File: src/rtl/baud_pkg.sv
// rtl/baud_pkg.sv - divisor struct, minimum divisor and default-divisor helper for baud_gen_frac
package baud_pkg;

    // Widest divisor fields the helper can return; the top slices to its own widths.
    localparam int unsigned BAUD_DIV_W_MAX  = 32;
    localparam int unsigned BAUD_FRAC_W_MAX = 16;

    // Smallest integer divisor the counter can honour (one clock counting, one wrapping).
    localparam int unsigned BAUD_MIN_DIV    = 2;

    typedef struct packed {
        logic [BAUD_DIV_W_MAX-1:0]  div_int;
        logic [BAUD_FRAC_W_MAX-1:0] div_frac;
    } baud_div_t;

    // Clocks per oversample tick as a fixed-point value with frac_w fractional bits.
    function automatic baud_div_t baud_default_div(
        input longint clk_hz,
        input longint baud,
        input longint oversample,
        input int     frac_w
    );
        baud_div_t r;
        longint    q;
        longint    frac_mask;
        q         = (clk_hz << frac_w) / (baud * oversample);
        frac_mask = (longint'(1) << frac_w) - 1;
        r.div_int  = BAUD_DIV_W_MAX'(q >> frac_w);
        r.div_frac = BAUD_FRAC_W_MAX'(q & frac_mask);
        return r;
    endfunction

endpackage

File: src/rtl/baud_gen_frac_if.sv
// rtl/baud_gen_frac_if.sv - control and tick bundle between the UART path and baud_gen_frac
interface baud_gen_frac_if #(
    parameter int DIV_W  = 16,
    parameter int FRAC_W = 4
);
    logic              en;
    logic              resync;
    logic [DIV_W-1:0]  div_int;
    logic [FRAC_W-1:0] div_frac;
    logic              div_load;
    logic              div_pending;
    logic              os_tick;
    logic              bit_tick;
    logic              mid_tick;

    // The UART side drives control and divisor, and consumes ticks.
    modport master (
        output en, resync, div_int, div_frac, div_load,
        input  div_pending, os_tick, bit_tick, mid_tick
    );

    // The generator side.
    modport slave (
        input  en, resync, div_int, div_frac, div_load,
        output div_pending, os_tick, bit_tick, mid_tick
    );
endinterface

File: src/rtl/baud_frac_acc.sv
// rtl/baud_frac_acc.sv - fractional phase accumulator producing the one-clock period extension
module baud_frac_acc
    import baud_pkg::*;
#(
    parameter int FRAC_W = 4
) (
    input  logic              clk,
    input  logic              rst,
    input  logic              i_wrap,
    input  logic              i_resync,
    input  logic [FRAC_W-1:0] i_frac,
    output logic              o_ext
);

    logic [FRAC_W-1:0] r_acc;
    logic              r_ext;
    logic [FRAC_W:0]   w_sum;

    assign w_sum = {1'b0, r_acc} + {1'b0, i_frac};

    // Add the active fraction once per period; the carry stretches the following period.
    always_ff @(posedge clk or posedge rst) begin
        if (rst) begin
            r_acc <= '0;
            r_ext <= 1'b0;
        end else if (i_resync) begin
            r_acc <= '0;
            r_ext <= 1'b0;
        end else if (i_wrap) begin
            r_acc <= w_sum[FRAC_W-1:0];
            r_ext <= w_sum[FRAC_W];
        end
    end

    assign o_ext = r_ext;

endmodule

File: src/rtl/baud_gen_frac.sv
// rtl/baud_gen_frac.sv - fractional-divisor baud tick generator (fraction enabled by BAUD_GEN_FRAC_EN)
module baud_gen_frac
    import baud_pkg::*;
#(
    parameter int CLK_HZ     = 100_000_000,
    parameter int BAUD       = 9600,
    parameter int OVERSAMPLE = 8,
    parameter int DIV_W      = 16,
    parameter int FRAC_W     = 4
) (
    input  logic           clk,
    input  logic           rst,
    baud_gen_frac_if.slave bus
);

    localparam int OS_W = (OVERSAMPLE > 1) ? $clog2(OVERSAMPLE) : 1;

    localparam baud_div_t         DEF_DIV  = baud_default_div(longint'(CLK_HZ), longint'(BAUD),
                                                              longint'(OVERSAMPLE), FRAC_W);
    localparam logic [DIV_W-1:0]  DEF_INT  = DEF_DIV.div_int[DIV_W-1:0];
    localparam logic [FRAC_W-1:0] DEF_FRAC = DEF_DIV.div_frac[FRAC_W-1:0];
    localparam logic [DIV_W-1:0]  MIN_INT  = DIV_W'(BAUD_MIN_DIV);
    localparam logic [OS_W-1:0]   IDX_LAST = OS_W'(OVERSAMPLE - 1);
    localparam logic [OS_W-1:0]   IDX_MID  = OS_W'(OVERSAMPLE / 2 - 1);

    logic [DIV_W-1:0]  r_count;
    logic [DIV_W-1:0]  r_active_int;
    logic [FRAC_W-1:0] r_active_frac;
    logic [DIV_W-1:0]  r_shadow_int;
    logic [FRAC_W-1:0] r_shadow_frac;
    logic              r_pending;
    logic [OS_W-1:0]   r_os_idx;
    logic              r_os_tick;
    logic              r_bit_tick;
    logic              r_mid_tick;

    logic [DIV_W-1:0]  w_eff_int;
    logic [DIV_W-1:0]  w_last;
    logic              w_ext;
    logic              w_at_last;
    logic              w_wrap;
    logic              w_switch;
    logic              w_have_new;
    logic [DIV_W-1:0]  w_next_int;
    logic [FRAC_W-1:0] w_next_frac;

`ifdef BAUD_GEN_FRAC_EN
    baud_frac_acc #(
        .FRAC_W (FRAC_W)
    ) u_frac_acc (
        .clk      (clk),
        .rst      (rst),
        .i_wrap   (w_wrap),
        .i_resync (bus.resync),
        .i_frac   (r_active_frac),
        .o_ext    (w_ext)
    );
`else
    logic w_unused_frac;
    assign w_ext         = 1'b0;
    assign w_unused_frac = ^r_active_frac;
`endif

    // Divisors below the minimum would leave no room for the wrap clock.
    assign w_eff_int  = (r_active_int < MIN_INT) ? MIN_INT : r_active_int;
    assign w_last     = w_eff_int - DIV_W'(1) + DIV_W'(w_ext);
    assign w_at_last  = (r_count == w_last);
    assign w_wrap     = bus.en && !bus.resync && w_at_last;

    // Points where a new divisor may take effect; a same-cycle load beats the older shadow.
    assign w_switch    = bus.resync || w_wrap;
    assign w_have_new  = bus.div_load || r_pending;
    assign w_next_int  = bus.div_load ? bus.div_int  : r_shadow_int;
    assign w_next_frac = bus.div_load ? bus.div_frac : r_shadow_frac;

    // Period counter and oversample index; resync restarts phase even while disabled.
    always_ff @(posedge clk or posedge rst) begin
        if (rst) begin
            r_count  <= '0;
            r_os_idx <= '0;
        end else if (bus.resync) begin
            r_count  <= '0;
            r_os_idx <= '0;
        end else if (bus.en) begin
            if (w_at_last) begin
                r_count  <= '0;
                r_os_idx <= (r_os_idx == IDX_LAST) ? '0 : r_os_idx + OS_W'(1);
            end else begin
                r_count  <= r_count + DIV_W'(1);
            end
        end
    end

    // Registered tick pulses, decoded from the index before it advances.
    always_ff @(posedge clk or posedge rst) begin
        if (rst) begin
            r_os_tick  <= 1'b0;
            r_bit_tick <= 1'b0;
            r_mid_tick <= 1'b0;
        end else begin
            r_os_tick  <= w_wrap;
            r_bit_tick <= w_wrap && (r_os_idx == IDX_LAST);
            r_mid_tick <= w_wrap && (r_os_idx == IDX_MID);
        end
    end

    // Shadow capture and hand-over of the divisor at a period boundary or resync.
    always_ff @(posedge clk or posedge rst) begin
        if (rst) begin
            r_active_int  <= DEF_INT;
            r_active_frac <= DEF_FRAC;
            r_shadow_int  <= '0;
            r_shadow_frac <= '0;
            r_pending     <= 1'b0;
        end else begin
            if (bus.div_load) begin
                r_shadow_int  <= bus.div_int;
                r_shadow_frac <= bus.div_frac;
            end
            if (w_switch) begin
                if (w_have_new) begin
                    r_active_int  <= w_next_int;
                    r_active_frac <= w_next_frac;
                end
                r_pending <= 1'b0;
            end else if (bus.div_load) begin
                r_pending <= 1'b1;
            end
        end
    end

    assign bus.div_pending = r_pending;
    assign bus.os_tick     = r_os_tick;
    assign bus.bit_tick    = r_bit_tick;
    assign bus.mid_tick    = r_mid_tick;

endmodule

File: src/flat_wrapper.sv
// flat-port wrapper written by rule: the top's interface ports become plain ports
module baud_gen_frac_flat import baud_pkg::*;
#(
    parameter int CLK_HZ     = 100_000_000,
    parameter int BAUD       = 9600,
    parameter int OVERSAMPLE = 8,
    parameter int DIV_W      = 16,
    parameter int FRAC_W     = 4
)
  (clk, rst, bus_en, bus_resync, bus_div_int, bus_div_frac, bus_div_load, bus_div_pending, bus_os_tick, bus_bit_tick, bus_mid_tick);
  baud_gen_frac_if #(.DIV_W(DIV_W), .FRAC_W(FRAC_W)) bus_i ();
  input  logic clk;
  input  logic rst;
  input wire logic [$bits(bus_i.en)-1:0] bus_en;
  input wire logic [$bits(bus_i.resync)-1:0] bus_resync;
  input wire logic [$bits(bus_i.div_int)-1:0] bus_div_int;
  input wire logic [$bits(bus_i.div_frac)-1:0] bus_div_frac;
  input wire logic [$bits(bus_i.div_load)-1:0] bus_div_load;
  output wire logic [$bits(bus_i.div_pending)-1:0] bus_div_pending;
  output wire logic [$bits(bus_i.os_tick)-1:0] bus_os_tick;
  output wire logic [$bits(bus_i.bit_tick)-1:0] bus_bit_tick;
  output wire logic [$bits(bus_i.mid_tick)-1:0] bus_mid_tick;
  assign bus_i.en = bus_en;
  assign bus_i.resync = bus_resync;
  assign bus_i.div_int = bus_div_int;
  assign bus_i.div_frac = bus_div_frac;
  assign bus_i.div_load = bus_div_load;
  assign bus_div_pending = bus_i.div_pending;
  assign bus_os_tick = bus_i.os_tick;
  assign bus_bit_tick = bus_i.bit_tick;
  assign bus_mid_tick = bus_i.mid_tick;
  baud_gen_frac #(.CLK_HZ(CLK_HZ), .BAUD(BAUD), .OVERSAMPLE(OVERSAMPLE), .DIV_W(DIV_W), .FRAC_W(FRAC_W)) u_core (.clk(clk), .rst(rst), .bus(bus_i));
endmodule
File: config.mk
export PLATFORM = sky130hd
export DESIGN_NAME = baud_gen_frac_flat
export DESIGN_NICKNAME = d
export VERILOG_FILES = /design/src/rtl/baud_pkg.sv /design/src/rtl/baud_gen_frac_if.sv /design/src/rtl/baud_frac_acc.sv /design/src/rtl/baud_gen_frac.sv /design/src/flat_wrapper.sv
export SDC_FILE = /design/constraint.sdc
export NUM_CORES = 1
export LEC_CHECK = 0
export ABC_AREA = 0
export CORE_MARGIN = 2
export CORE_UTILIZATION = 52
export DETAILED_ROUTE_END_ITERATION = 7
export GPL_ROUTABILITY_DRIVEN = 0
export PLACE_DENSITY = 0.84
export SLEW_MARGIN = 15
export SYNTH_ARGS = -nofsm -noshare
export SYNTH_HDL_FRONTEND = slang
export SYNTH_HIERARCHICAL = 1
export SYNTH_SLANG_ARGS = --single-unit
File: constraint.sdc
create_clock -name clk -period 3.7 [get_ports clk]
set_input_delay 1.11 -clock clk [delete_from_list [all_inputs] [get_ports clk]]
set_output_delay 1.11 -clock clk [all_outputs]
set_load 0.1 [all_outputs]
After elaboration in Yosys (flattened, before gate mapping)
Cells that the tools add are included.
Widths: inputs -> output; s select.
Storage, ports and cells
  flip-flop bits (word level): 55
  input port bits: 25
Cells by class
  add/subtract/negate cells: 3
  magnitude comparators: 1
  equal/unequal tests: 3
  mux-type cells: 11
  reductions and logical operators: 12
Operators by type and width (number)
  $mux 16: 5
  $add 16x1->16 const B: 1
  $eq 16x16->1: 1
  $lt 16x2->1 const B: 1
  $sub 16x1->16 const B: 1
  $mux 3: 4
  $reduce_bool 2->1: 3
  $logic_and 1x1->1: 4
  $reduce_and 2->1: 2
  $add 3x1->3 const B: 1
  $eq 3x2->1 const B: 1
  $eq 3x3->1 const B: 1
  $logic_or 1x1->1: 2
  $mux 1: 2
  $logic_not 1->1: 1

Depth between registers and ports, before layout
Gate-level depths: netlist of run 1.
  word-level depth: 7
  depth in mapped cells: 13
  gate-level depth less buffers: 11

Worst setup path after synthesis of run 1
No wires, ideal clock.
  path kind: register to register
  from: reg u_core.r_active_int[5]
  to: reg u_core.r_active_int[0]
  arrival: 3346 ps
  data required time: 3575 ps
  path slack: 229 ps
  cell stages (with the launch flop): 13
  path buffers: 1
  path through: dfrtp_1 nor4_1 nand4_1 o21ai_0 ha_1 nor2b_1 nand4_1 or3b_2 nand3_1 nand4b_1 o22ai_4 buf_12 mux2_4
On the way
  word-level cells in the longest chain between the ends: 7
RTL lines
  start: declaration: line baud_gen_frac.sv:27  | logic [DIV_W-1:0] r_active_int;
  start signal: assignment: line baud_gen_frac.sv:122  | r_active_int <= w_next_int;
  $lt 16x2->1: line baud_gen_frac.sv:65  | assign w_eff_int = (r_active_int < MIN_INT) ? MIN_INT : r_active_int;
  $mux 16 (*): line baud_gen_frac.sv:65
  $sub 16x1->16 (*): line baud_gen_frac.sv:66  | assign w_last = w_eff_int - DIV_W'(1) + DIV_W'(w_ext);
  $eq 16x16->1 (*): line baud_gen_frac.sv:67  | assign w_at_last = (r_count == w_last);
  $logic_and 1x1->1 (*): line baud_gen_frac.sv:68  | assign w_wrap = bus.en && !bus.resync && w_at_last;
  $logic_or 1x1->1 (*): line baud_gen_frac.sv:71  | assign w_switch = bus.resync || w_wrap;
  $reduce_and 2->1 (no source line) (*)
Every way passes the cells marked *; elsewhere a longest branch is shown, timed or not.
A chain may end at the register's enable or synchronous reset.

Final worst setup path of run 1
  from: reg u_core.r_active_int[13]
  to: reg u_core.r_active_int[12]
The elaborated chain is that of the path after synthesis.

==> key figures, run 1 <==
Timing
  – Final setup viols: 0
  – Slew HR: 58.3%
  – Setup TNS Final: 0 ps
  – Fin. Hold Viols: 0
  – Fmax: 285 MHz
  – Layout Skew: 11.1 ps
  – Tmin final: 3510 ps
  – Final Cycle Share: 94.9%
  – RSZ-0062 raised after global routing: false
  – Final Max Tran Viols: 0
  – Slew @ Worst Pin: 625 ps

Synth
  – Synthesized area per cell: 11.1 um2
  – Top post-synthesis cells by area: dfrtp_1 41%, mux2_2 8.9%, xnor2_1 5.2%
  – Netlist Area Pre-Place: 0.00304 mm2
  – Top-area cell type share of the netlist area: 41.1%
  – Sequential fraction of the synthesis area: 45.5%
  – Post-Syn Nets: 304
  – Synth Instances: 274
  – Synthesized flop and latch total: 55
  – Ys flop type: dfrtp_1
  – Ys async rst share: 100%
  – Cell taking the most area after synthesis: dfrtp_1
  – Ys Warns: 6
  – Post-synth EDFFs: 0
  – Netlist cell types: 50

Power
  – Max IR drop VDD: 219 uV
  – Internal: 985 uW
  – Power Density: 400 mW/mm2
  – Design Power: 1410 uW
  – Sequential power share: 52.6%
  – Clock power share: 24.3%
  – Logic pwr share: 23.0%
  – Fraction of power spent switching nets: 30.4%
  – NetSw: 430 uW
  – Leak: 0.00144 uW

Final layout
  – Layout cell share with drive strength beyond 1: 26.0%
  – Final instance area: 0.00354 mm2
  – Most common cell after layout, fill and taps aside: dfrtp_1
  – # diodes: 0
  – P&R area growth vs syn: 16.4%
  – Non-filler cells, final: 376
  – Commonest non-fill, non-tap cells in the layout: 50 x dfrtp_1, 28 x nor2_1, 24 x mux2_2, 20 x clkdlybuf4s50_1, 18 x xnor2_1
  – Fin nets: 333

GRT
  – Initial antenna violation count: 0
  – First-pass GRT wire length: 10600 um
  – GRT overflow: 0
  – Vias in the first global route: 2261
  – Global-route usage over all layers: 20.7%
  – Largest net degree at the start of global routing: 29

Placed design
  – Placed Area: 0.00338 mm2
  – Placed insts: 368
  – DP HPWL: 4340 um
  – IO buf count: 24

Clock tree
  – Clk root buf: clkbuf_8
  – Inserted Clock Buffers: 5
  – H-tree depth: 2
  – Clk slew on worst S/H paths: 100 ps
  – Post-CTS setup buffers: 0
  – Clock Tree Buf Depth: 2
  – CTS Sinks: 55
  – Worst skew pair latency: 310 ps
  – CTS tree: yes
  – Post-CTS Hold Buffers: 0

Worst setup path
  – WP buf/inv: 1
  – Worst path cell trace: or4_4 -> nor4_4 -> a21oi_1 -> ha_1 -> nand2b_1 -> o31ai_1 -> or3_1 -> nand3_1 -> nand4b_1 -> o22ai_4 -> buf_12 -> mux2_2
  – Reg2reg path depth: 12
  – RR Endpoint: u_core/r_active_int[12]
  – Critical path's top delay family: simple AND/OR/NAND/NOR gates
  – Slowest cell on the critical path: or4_4
  – Startpoint Class: flip-flop
  – Endpoint class of the critical path: flip-flop
  – Reg2reg start: u_core/r_active_int[13]
  – Critical path type: flip-flop to flip-flop
  – CP arrival: 3710 ps
  – CP max FO: 16
  – WP data required: 3900 ps
  – Worst R2R Setup Slack: 190 ps
  – CP peak stage delay: 590 ps

Routing
  – Drc violations: 0
  – DR pass1 iterations: 4
  – Post-route ant nets: 0
  – Vias: 2153
  – Starting DRT DRC Count: 223
  – DR WL/cell: 16.0 um
  – Vias per std cell: 5.73
  – Routed wire length: 6030 um

Floorplan
  – Core Footprint: 0.00557 mm2
  – DIE WIDTH: 80.5 um
  – IO Pins: 29
  – Initial Util: 54.6%
  – Die height: 80.5 um
  – Die area: 0.00648 mm2
  – # rows: 27

Hold path
  – Worst hold path type: flip-flop to flip-flop
  – Hold Path Cell Cnt: 1
  – Hold endpoint: u_core/r_shadow_int[14]
  – Worst Hold Launch: u_core/r_shadow_int[14]

Flow run
  – Max Cap Viol: 0

Run status
  – Status: completed
==> routing by layer <==
| metal | part of all wire (%) | GRT usage, % | vias to the layer above |
|---|---|---|---|
| met4 | 0.85 | 4.75 | 0 |
| met1 | 45 | 28.1 | 1065 |
| met3 | 4.5 | 3.48 | 7 |
| met5 | 0 | 0 | - |
| li1 | - | - | 1036 |
| met2 | 50 | 34.6 | 45 |
==> worst max path at each step <==
stage / depth (start not counted) / end / slack, ps / startpoint
after floorplan: 12 / u_core/r_active_int[0] / 230 / u_core/r_active_int[5]
after global placement: 11 / u_core/r_os_idx[0] / 140 / u_core/r_active_int[13]
after detailed placement: 11 / u_core/r_os_idx[2] / 50 / u_core/r_active_int[5]
after CTS: 11 / u_core/r_os_idx[0] / 20 / u_core/r_active_int[5]
after global routing: 12 / u_core/r_active_int[13] / 10 / u_core/r_active_int[13]
final: 12 / u_core/r_active_int[12] / 190 / u_core/r_active_int[13]
==> power groups by stage <==
stage | clock network (uW) | registers, uW | logic [uW]
floorplan | 0 | 726 | 237
global placement | 0 | 741 | 300
detailed placement | 0 | 745 | 310
CTS | 354 | 735 | 312
global route | 375 | 756 | 357
finish | 344 | 745 | 326
==> synth_stat cells (6+ instances only) <==
library cell	instances
dfrtp_1	50
mux2_2	24
inv_1	9
nand3_1	6
nand4_1	11
nor2_1	28
nor4_1	7
xnor2_1	18
nand2_1	12
nor3_1	10
mux2_4	10
xor2_1	14
==> layout make-up <==
cell class                 count  area (um2)
clock buffer                   7        86.3
inverter                       9        33.8
multi-input combinational    202        1640
fill                         433        2030
timing repair buffer          30         300
sequential                    55        1380
clock inverter                 1        8.76
tap                           72        90.1
==> through the flow <==
step / hold slack, ps / util [%] / setup slack, ps
finish: 502 / 63.5 / 190
global route: 522 / 63.5 / 10.5
CTS: 507 / 62.4 / 23.5
detailed placement: 485 / 60.7 / 48.5
global placement: 477 / 60.7 / 136
floorplan: 468 / - / 229
==> cell families (layout without fill, tap and decap cells) <==
logic type                 after synthesis  count (layout)  synth area share [%]
and+or+nand+nor                        103             103                  18.9
adders and majority gates                5               5                  2.06
xor gates and xnor gates                32              32                  9.21
DFF                                     55              55                  45.5
AOI/OAI and AO/OA                       27              27                  7.49
muxes                                   35              35                  14.2
buffers and inverters                   17              47                  2.76
==> state kept, by name, indices dropped and copies added (netlist names) <==
name / cells
u_core/bus.bit_tick: 1
u_core/r_active_int: 16
u_core/r_os_idx: 3
u_core/r_shadow_int: 16
u_core/bus.mid_tick: 1
u_core/bus.div_pending: 1
u_core/r_count: 16
u_core/bus.os_tick: 1
==> repair_timing <==
item,in CTS,in global routing
gates resized for setup,0,11
hold endpoints to repair,0,0
setup endpoints to repair,0,38
(Power assumes the default switching activity.)
==> run 2, diff against run 1 <==
Settings changed: CAP_MARGIN from default to 20, CORE_UTILIZATION 52 to 54.
Clock period 3.7 ns to 4.1 ns, I/O delays scaled along.
==> run 2 against run 1 <==
Design area shrank 1.7%. Largest cell class unchanged. Clock power shrank 9.6%. Largest power group unchanged. Hold slack lost 1.2 ps. Maximum frequency shrank 6.3%. Clock-buffer cell count is the same. Critical path type unchanged.
==> key figures, run 2 (synthesis gave the netlist of run 1 again) <==
Timing
  – Final setup viols: 0
  – Slew @ Worst Pin: 966 ps
  – Setup TNS Final: 0 ps
  – Final Max Tran Viols: 0
  – Slew HR: 35.4%
  – Worst hold slack: 501 ps
  – Tmin final: 3750 ps
  – Final Cycle Share: 91.4%
  – Fin. Hold Viols: 0
  – Fmax: 267 MHz
  – Layout Skew: 12.0 ps
  – RSZ-0062 raised after global routing: false

Power
  – Clock power share: 24.8%
  – Power Density: 360 mW/mm2
  – Sequential power share: 53.1%
  – Internal: 881 uW
  – Max IR drop VDD: 260 uV
  – Fraction of power spent switching nets: 29.8%
  – Leak: 0.00140 uW
  – NetSw: 373 uW
  – Logic pwr share: 22.1%

Clock tree
  – Clk root buf: clkbuf_8
  – Clk slew on worst S/H paths: 100 ps
  – Clock Tree Buf Depth: 2
  – CTS Sinks: 55
  – Worst skew pair latency: 310 ps
  – Inserted Clock Buffers: 5
  – CTS tree: yes
  – Post-CTS Hold Buffers: 0
  – H-tree depth: 2

Placed design
  – Placed insts: 367
  – Placed Area: 0.00336 mm2
  – IO buf count: 24
  – DP HPWL: 4220 um

Routing
  – Starting DRT DRC Count: 129
  – Post-route ant nets: 0
  – Routed wire length: 5800 um
  – DR WL/cell: 15.4 um
  – Vias: 2188
  – DR pass1 iterations: 4
  – Drc violations: 0
  – Vias per std cell: 5.82

Hold path
  – Worst hold path type: flip-flop to flip-flop
  – Worst Hold Launch: u_core/r_shadow_int[11]
  – Hold Path Cell Cnt: 1

Worst setup path
  – CP max FO: 16
  – Startpoint Class: flip-flop
  – Worst Setup SP: u_core/r_active_int[5]
  – WP data required: 4290 ps
  – CP arrival: 3940 ps
  – Reg2reg path depth: 12
  – Endpoint class of the critical path: flip-flop
  – Critical path type: flip-flop to flip-flop
  – Reg2reg start: u_core/r_active_int[5]

GRT
  – First-pass GRT wire length: 9980 um
  – GRT overflow: 0
  – Largest net degree at the start of global routing: 56
  – Initial antenna violation count: 0
  – Global-route usage over all layers: 20.1%
  – Vias in the first global route: 2136

Final layout
  – Non-filler cells, final: 376
  – # diodes: 0
  – Layout cell share with drive strength beyond 1: 22.4%
  – Biggest regs: u_core/r_active_int: 16 flops, u_core/r_count: 16 flops, u_core/r_shadow_int: 16 flops
  – P&R area growth vs syn: 14.4%
  – Most common cell after layout, fill and taps aside: dfrtp_1
  – Final instance area: 0.00348 mm2
  – Commonest non-fill, non-tap cells in the layout: 50 x dfrtp_1, 28 x nor2_1, 24 x clkdlybuf4s50_1, 24 x mux2_2, 18 x xnor2_1
  – Fin nets: 333

Floorplan
  – Die area: 0.00625 mm2
  – DIE WIDTH: 79.1 um
  – Core Footprint: 0.00547 mm2
  – # rows: 27
  – IO Pins: 29
  – Initial Util: 55.6%
  – Die height: 79.1 um

Run status
  – Status: completed

Flow run
  – Max Cap Viol: 0
==> run 2: cell count changes in the layout (fill, tap and decap cells not counted), moves of 2 or more <==
cell,previous run,this run
buf_4,8,5
nor4_4,2,0
nor4_1,4,6
clkdlybuf4s50_1,20,24
nor3_1,8,10
==> run 2: power groups by stage <==
stage	Combinational, uW	Sequential (uW)	Clock, uW
after floorplan	214	655	0
after global placement	261	671	0
after detailed placement	271	675	0
after CTS	273	665	316
after global routing	303	675	335
final	277	667	311
==> run 2: worst paths after layout <==
path,end,slack [ps]
min,u_core/r_shadow_int[11],500
max,u_core/r_active_int[15],350
min reg2reg,u_core/r_shadow_int[11],500
max reg2reg,u_core/r_active_int[15],350
max in group asynchronous,u_core/r_count[11],2230
min in group asynchronous,u_core/r_shadow_int[1],1420
==> run 2: through the flow <==
step           utilization, %  power (uW)  worst slack (ps)
2_1_floorplan               -         869               629
3_3_place_gp             61.4         932               435
3_5_place_dp             61.4         946               310
4_1_cts                  63.1        1250               265
5_1_grt                  63.6        1310               163
6_report                 63.6        1250               353
==> run 2: metal layers <==
layer / GRT usage (%) / wire [um]
met5: 0 / 0
met4: 4.14 / 49
met3: 3.41 / 244
met2: 34.4 / 2890
met1: 27.1 / 2620
==> run 2: critical path: stages, from the launching register on <==
cell and delay, ps:
dfrtp_1 450, or4_1 630, nor4_2 400, a21oi_1 130, ha_1 230, nand2b_1 170, nor4_1 90, xnor2_1 130
nor3_1 310, nand4b_1 230, o22ai_4 170, buf_4 300, mux2_2 370
==> run 2: area by class of cell <==
class / instances / area [um2]
inverter: 9 / 33.8
clock buffer: 7 / 86.3
fill: 430 / 1990
sequential: 55 / 1380
timing repair buffer: 30 / 298
clock inverter: 1 / 8.76
tap: 72 / 90.1
multi-input combinational: 202 / 1580
==> run 2: timing repair <==
action	CTS	global route
buffers inserted	0	1
endpoints found under the setup margin	0	17
gates resized for setup	0	1
